==> config.mk <==
export PLATFORM = sky130hd
export DESIGN_NAME = hazard_response
export DESIGN_NICKNAME = d
export VERILOG_FILES = /design/src/rtl/hazard_response.sv
export SDC_FILE = /design/constraint.sdc
export NUM_CORES = 1
export LEC_CHECK = 0
export CORE_ASPECT_RATIO = 0.6
export CORE_MARGIN = 3
export CORE_UTILIZATION = 53
export DETAILED_ROUTE_END_ITERATION = 10
export GPL_TIMING_DRIVEN = 0
export PLACE_DENSITY_LB_ADDON = 0.05
export SLEW_MARGIN = 20
export SYNTH_ARGS = -nofsm -noshare
export SYNTH_HDL_FRONTEND = slang
export SYNTH_SLANG_ARGS = --single-unit
==> constraint.sdc <==
create_clock -name clk -period 2.9 [get_ports clk]
set_input_delay 0.29 -clock clk [delete_from_list [all_inputs] [get_ports clk]]
set_output_delay 0.29 -clock clk [all_outputs]
set_load 0.05 [all_outputs]
==> src/rtl/hazard_response.sv <==
// Pipeline hazard response unit.
// Turns hazard-detector requests (load-use stall, taken jump, taken branch)
// and a data-memory busy indication into pipeline-register enables and
// flush controls. Control outputs are combinational (zero-latency); the
// unit also keeps saturating event counters and a sticky freeze watchdog.
module hazard_response #(
  parameter int CNT_W        = 32,
  parameter int FREEZE_LIMIT = 255
) (
  input  logic             clk,
  input  logic             reset,
  input  logic             data_hazard,
  input  logic             ctrl_hazard_jump,
  input  logic             ctrl_hazard_branch,
  input  logic             mem_busy,
  output logic             pc_write,
  output logic             ifid_write,
  output logic             ifid_flush,
  output logic             idex_write,
  output logic             idex_flush,
  output logic             exmem_write,
  output logic [CNT_W-1:0] stall_cnt,
  output logic [CNT_W-1:0] freeze_cnt,
  output logic [CNT_W-1:0] flush_cnt,
  output logic             wdog_err
);

  // RUN: pipeline advancing (possibly stalled/flushed).
  // FREEZE: data memory busy, whole pipeline held.
  typedef enum logic {
    RUN    = 1'b0,
    FREEZE = 1'b1
  } state_e;

  localparam logic [16:0] LIMIT = 17'(FREEZE_LIMIT);

  state_e           state_q, state_d;
  logic             pend_branch_q, pend_branch_d;
  logic             pend_jump_q, pend_jump_d;
  logic [CNT_W-1:0] stall_cnt_q, stall_cnt_d;
  logic [CNT_W-1:0] freeze_cnt_q, freeze_cnt_d;
  logic [CNT_W-1:0] flush_cnt_q, flush_cnt_d;
  logic [15:0]      frz_run_q, frz_run_d;
  logic             wdog_q, wdog_d;

  logic             branch_eff;
  logic             jump_eff;
  logic             stall_apply;
  logic             flush_apply;

  // Saturating increment: hold at all-ones instead of wrapping.
  function automatic logic [CNT_W-1:0] sat_inc(input logic [CNT_W-1:0] v);
    return (&v) ? v : v + CNT_W'(1);
  endfunction

  // Effective control hazards and the events that drive the counters.
  // Pending flags only exist on the way out of FREEZE, so they are
  // qualified by that state.
  always_comb begin
    branch_eff  = ctrl_hazard_branch | (pend_branch_q & (state_q == FREEZE));
    jump_eff    = ctrl_hazard_jump   | (pend_jump_q   & (state_q == FREEZE));
    stall_apply = ~mem_busy & data_hazard & ~branch_eff;
    flush_apply = ~mem_busy & (branch_eff | (jump_eff & ~data_hazard));
  end

  // Zero-latency pipeline control, in priority order:
  // reset > memory freeze > branch squash > load-use stall > jump flush.
  always_comb begin
    // NOTE: every output gets a default first so no path leaves one unassigned (no latch).
    pc_write    = 1'b1;
    ifid_write  = 1'b1;
    ifid_flush  = 1'b0;
    idex_write  = 1'b1;
    idex_flush  = 1'b0;
    exmem_write = 1'b1;
    if (reset) begin
      // Normal flow while in reset, whatever the inputs say.
    end else if (mem_busy) begin
      pc_write    = 1'b0;
      ifid_write  = 1'b0;
      idex_write  = 1'b0;
      exmem_write = 1'b0;
    end else if (branch_eff) begin
      // The branch squashes the instruction that raised any data hazard,
      // so the PC is allowed to move to the branch target.
      ifid_flush = 1'b1;
      idex_flush = 1'b1;
    end else if (data_hazard) begin
      pc_write   = 1'b0;
      ifid_write = 1'b0;
      idex_flush = 1'b1;
    end else if (jump_eff) begin
      ifid_flush = 1'b1;
    end
  end

  // Next-state for the FSM, pending flags, counters and watchdog.
  always_comb begin
    state_d       = mem_busy ? FREEZE : RUN;

    // Pulses seen during a freeze are remembered; the first un-frozen
    // cycle consumes them, so they clear whenever memory is not busy.
    pend_branch_d = mem_busy & (pend_branch_q | ctrl_hazard_branch);
    pend_jump_d   = mem_busy & (pend_jump_q   | ctrl_hazard_jump);

    stall_cnt_d   = stall_apply ? sat_inc(stall_cnt_q)  : stall_cnt_q;
    freeze_cnt_d  = mem_busy    ? sat_inc(freeze_cnt_q) : freeze_cnt_q;
    flush_cnt_d   = flush_apply ? sat_inc(flush_cnt_q)  : flush_cnt_q;

    // Consecutive-freeze length; saturates so a very long freeze cannot
    // wrap back below the limit.
    frz_run_d = 16'd0;
    if (mem_busy) begin
      frz_run_d = (&frz_run_q) ? frz_run_q : frz_run_q + 16'd1;
    end

    // Sticky: set on the cycle the run length reaches the limit.
    wdog_d = wdog_q | (mem_busy & (({1'b0, frz_run_q} + 17'd1) >= LIMIT));
  end

  // State register with synchronous active-high reset.
  always_ff @(posedge clk) begin
    if (reset) begin
      state_q       <= RUN;
      pend_branch_q <= 1'b0;
      pend_jump_q   <= 1'b0;
      stall_cnt_q   <= '0;
      freeze_cnt_q  <= '0;
      flush_cnt_q   <= '0;
      frz_run_q     <= '0;
      wdog_q        <= 1'b0;
    end else begin
      // NOTE: non-blocking assignments so every register samples pre-edge values.
      state_q       <= state_d;
      pend_branch_q <= pend_branch_d;
      pend_jump_q   <= pend_jump_d;
      stall_cnt_q   <= stall_cnt_d;
      freeze_cnt_q  <= freeze_cnt_d;
      flush_cnt_q   <= flush_cnt_d;
      frz_run_q     <= frz_run_d;
      wdog_q        <= wdog_d;
    end
  end

  assign stall_cnt  = stall_cnt_q;
  assign freeze_cnt = freeze_cnt_q;
  assign flush_cnt  = flush_cnt_q;
  assign wdog_err   = wdog_q;

endmodule

==> results.txt, run 1 <==
The compound-gate portion of the synthesized area is 0.174. sky130_fd_sc_hd__dfxtp_1 is the most common cell in the netlist. The share of the clock period used by the worst path is 0.980. For the data required time of the critical path, the log shows 2610 ps. After synthesis, the largest family of logic cells by area is simple AND/OR/NAND/NOR gates. The worst min-delay path class was reg -> reg.

After the first detailed-routing iteration, the DRC count stood at 784. The sequential cell area fraction in the yosys report was 0.375. The worst hold path was traced through 2 stages. Yosys printed 0 warnings.

The tools report the detailed-route via count as 6,518. The area share of fa/ha/maj cells after synthesis was 0.0101; the area after detailed placement was 7470 µm². The tools report the total standard cell area after synthesis as 6200 µm². For the total routed wirelength, the log shows 18.5 mm.

The net count after synthesis was 765; the maximum vdd drop was 460 µV. In the synthesized netlist, the cells that appear most often are sky130_fd_sc_hd__dfxtp_1, sky130_fd_sc_hd__a21oi_1, sky130_fd_sc_hd__nor2_1. The filler cells instantiated in the layout total 802.

The tools report the type of destination of the critical path as an output pin. The logs give 62 for the number of distinct standard cells referenced by the synthesized netlist and 0 for the reported max-cap violation count. In this run the vertical extent of the chip is 89.8 µm. Setup violations remaining at the end of the flow were counted as 0. STA classifies the critical path startpoint as an input pin. The maximum clock insertion buffer count is 2.

Setup repair after global routing left no endpoint under its margin. 0 antenna diodes ended up in the layout. The detailed placement HPWL came out at 13.1 mm. The floorplan step defined a die boundary enclosing 13,100 µm². The average cell area after synthesis is 8.22 µm², and the minimum period implied by the final worst setup slack is 2840 ps. The final total power was 4.00 mW. CTS built an H-tree with a depth of 4.

The number of buffers inserted by hold repair at cts is 0. The logs give 0 for the final hold violation count and 420 ps for the source-to-sink clock delay at the later pin of the worst-skew pair. The floorplan step set the die width to 146 µm.

By startpoint and endpoint, the worst setup path is classified as in -> out. The tightest slew margin relative to the limit was 0.459. The power density over the cells was 494 nW/µm²; the clock transition time at the flip-flop clock pins of the worst setup and hold paths was 50 ps. The number of input and output port buffers inserted was 108.

The region available for standard cell placement spans 11,000 µm². The run gives 3600 µm² as the combined area of the multi-input logic cells. The number of setup buffers added after CTS is 0.

TritonCTS built the clock tree. Once layout is done, the placed cells without fillers occupy 8100 µm². For this design the top-level I/O count stands at 109. The layout net count is 891. The floorplan has 29 rows. The run finished with clean final reports. The tools report the initial antenna violation count as 0. The mux cell area share after synthesis was 0.0444; the share of synthesized flip-flops with an asynchronous set or reset was 0. The logic depth of the worst register-to-register path came out at 8.

The relative area change from synthesis to final layout works out to 30.7%. The share of final-layout standard cells stronger than drive strength 1 is 0.0908. The footprint of the flip-flops and latches is 2320 µm². Clock tree synthesis found a total of 116 sinks. For this run, the leading register cell type out of synthesis is sky130_fd_sc_hd__dfxtp_1. The flip-flop and latch count after synthesis is 116. The run gives 0 as the DRC violations left. By area the synthesized netlist is led by sky130_fd_sc_hd__dfxtp_1, sky130_fd_sc_hd__a21oi_1, sky130_fd_sc_hd__or3_1, sky130_fd_sc_hd__nor2_1, sky130_fd_sc_hd__o21ai_0. Across the routed clock network, the largest skew measured is 7.68 ps.

The area share of xor/xnor cells in the synthesized design is 0.0254. The total instance count after detailed placement is 1,017, and the global placer's final weighted congestion is 0.849. For the residual overflow from global routing, the log shows 0. The detailed-route wire length per cell was 17.7 µm; the count of flip-flops with a built-in enable after synthesis was 0. The logs give 6,172 for the via count of the first global-routing pass and 17 for the number of CTS-inserted buffers.

Along the worst path, the maximum fanout reaches 10. The tools report the utilization after layout as 0.739. At the worst endpoint, the arrival time is 2550 ps.

The actual transition at the worst max-transition pin was 811 ps; the leakage power summed over all cells was 2.59 nW. The logs give 0.281 for the total track usage and 17 for the maximum number of pins on one net before global-route repair. The maximum clock frequency is 352 MHz, and the simple-gate area share of the yosys netlist is 0.325.

The cell sitting at the root of the clock tree is a sky130_fd_sc_hd__clkbuf_16. For the number of standard cells in the layout, taps in and fillers out, the log shows 1,047. The largest area contributor in the netlist is sky130_fd_sc_hd__dfxtp_1.

The initial core utilization is 0.565, and the max-slew violation count is 0. The average via count per standard cell was 6.23. The first global-routing pass estimated 30.8 mm of wire. The top cell type's share of synthesized area is 0.375, and the number of routed nets with antenna violations is 0. For the count of TritonRoute iterations in the first routing pass, the log shows 6.

Cell count after synthesis: 754. The post-route setup TNS was 0 ps.
[cells by family after synthesis]
group                    count (synthesis)
XOR/XNOR                                18
AO/OA/AOI/OAI                          182
buffers and inverters                   61
multiplexers                            25
adder cells (fa/ha/maj)                  5
flip-flops                             116
AND/OR/NAND/NOR                        347
[flip-flops by register name, summed over array words and instances (netlist names)]
register	count
freeze_cnt	32
frz_run_q	16
pend_jump_q	1
wdog_err	1
state_q	1
pend_branch_q	1
flush_cnt	32
stall_cnt	32
[layout by cell type (no fill, tap or decap), types with 22 or more instances in the layout]
| master | n |
|---|---|
| sky130_fd_sc_hd__nand3_1 | 38 |
| sky130_fd_sc_hd__clkdlybuf4s50_1 | 106 |
| sky130_fd_sc_hd__dfxtp_1 | 116 |
| sky130_fd_sc_hd__or3_1 | 43 |
| sky130_fd_sc_hd__o21ai_0 | 41 |
| sky130_fd_sc_hd__clkbuf_1 | 22 |
| sky130_fd_sc_hd__nand4_1 | 26 |
| sky130_fd_sc_hd__nand2_1 | 47 |
| sky130_fd_sc_hd__or4_1 | 27 |
| sky130_fd_sc_hd__o31ai_1 | 26 |
| sky130_fd_sc_hd__nor2_1 | 63 |
| sky130_fd_sc_hd__a21oi_1 | 79 |
[worst paths after layout]
check / to / from / slack [ps]
worst min register to register: stall_cnt[30]$_SDFFE_PP0P_ / stall_cnt[30]$_SDFFE_PP0P_ / 500
worst max-delay path: ifid_write / reset / 60
worst min-delay path: stall_cnt[30]$_SDFFE_PP0P_ / stall_cnt[30]$_SDFFE_PP0P_ / 500
worst max register to register: stall_cnt[1]$_SDFFE_PP0P_ / stall_cnt[0]$_SDFFE_PP0P_ / 380
[worst max-delay path: stages]
cell                              delay [ps]
sky130_fd_sc_hd__clkdlybuf4s50_1         570
sky130_fd_sc_hd__clkbuf_2                320
sky130_fd_sc_hd__clkbuf_2                360
sky130_fd_sc_hd__nand2b_1                190
sky130_fd_sc_hd__clkdlybuf4s50_1         820
[metrics by stage]
stage	setup WS, ps	hold WS, ps
2_1_floorplan	314	411
3_3_place_gp	-666	439
3_5_place_dp	-693	462
4_1_cts	29.4	495
5_1_grt	7.66	537
6_report	57.3	501
[where the power goes]
| part | switching (mW) | total (mW) | internal, mW | leakage [nW] |
|---|---|---|---|---|
| logic | 0.125 | 0.176 | 0.0506 | 1.35 |
| clock network | 0.741 | 2.21 | 1.47 | 0.305 |
| registers | 0.0133 | 1.62 | 1.60 | 0.936 |
[layer usage]
| metal | vias up | GRT usage | share of wire |
|---|---|---|---|
| met4 | 0 | 0.100 | 0.016 |
| met1 | 3098 | 0.384 | 0.44 |
| li1 | 3078 | - | - |
| met2 | 304 | 0.431 | 0.45 |
| met3 | 38 | 0.0739 | 0.086 |
| met5 | - | 0 | 0 |
[final cells by class]
type | instances | share of cell area
buffer | 40 | 0.0267
clock buffer | 20 | 0.0564
clock inverter | 11 | 0.0195
inverter | 20 | 0.00927
multi-input combinational | 577 | 0.444
sequential | 116 | 0.287
tap | 155 | 0.0240
timing repair buffer | 108 | 0.133
[timing repair]
| action | 4_1_cts | 5_1_grt |
|---|---|---|
| hold endpoints to repair | 0 | 0 |
| gates resized for setup | 10 | 2 |
| setup endpoints to repair | 5 | 4 |
| pin swaps | 0 | 0 |
(Power assumes the default switching activity.)
==> run 2, diff against run 1 <==
--- a/config.mk
+++ b/config.mk
@@ -5,6 +5,7 @@
 export SDC_FILE = /design/constraint.sdc
 export NUM_CORES = 1
 export LEC_CHECK = 0
+export ABC_CLOCK_PERIOD_IN_PS = 2900
 export CORE_ASPECT_RATIO = 0.6
 export CORE_MARGIN = 3
 export CORE_UTILIZATION = 53
==> results of run 2 <==
Final layout, timing and power as in run 1 (identical DEF).
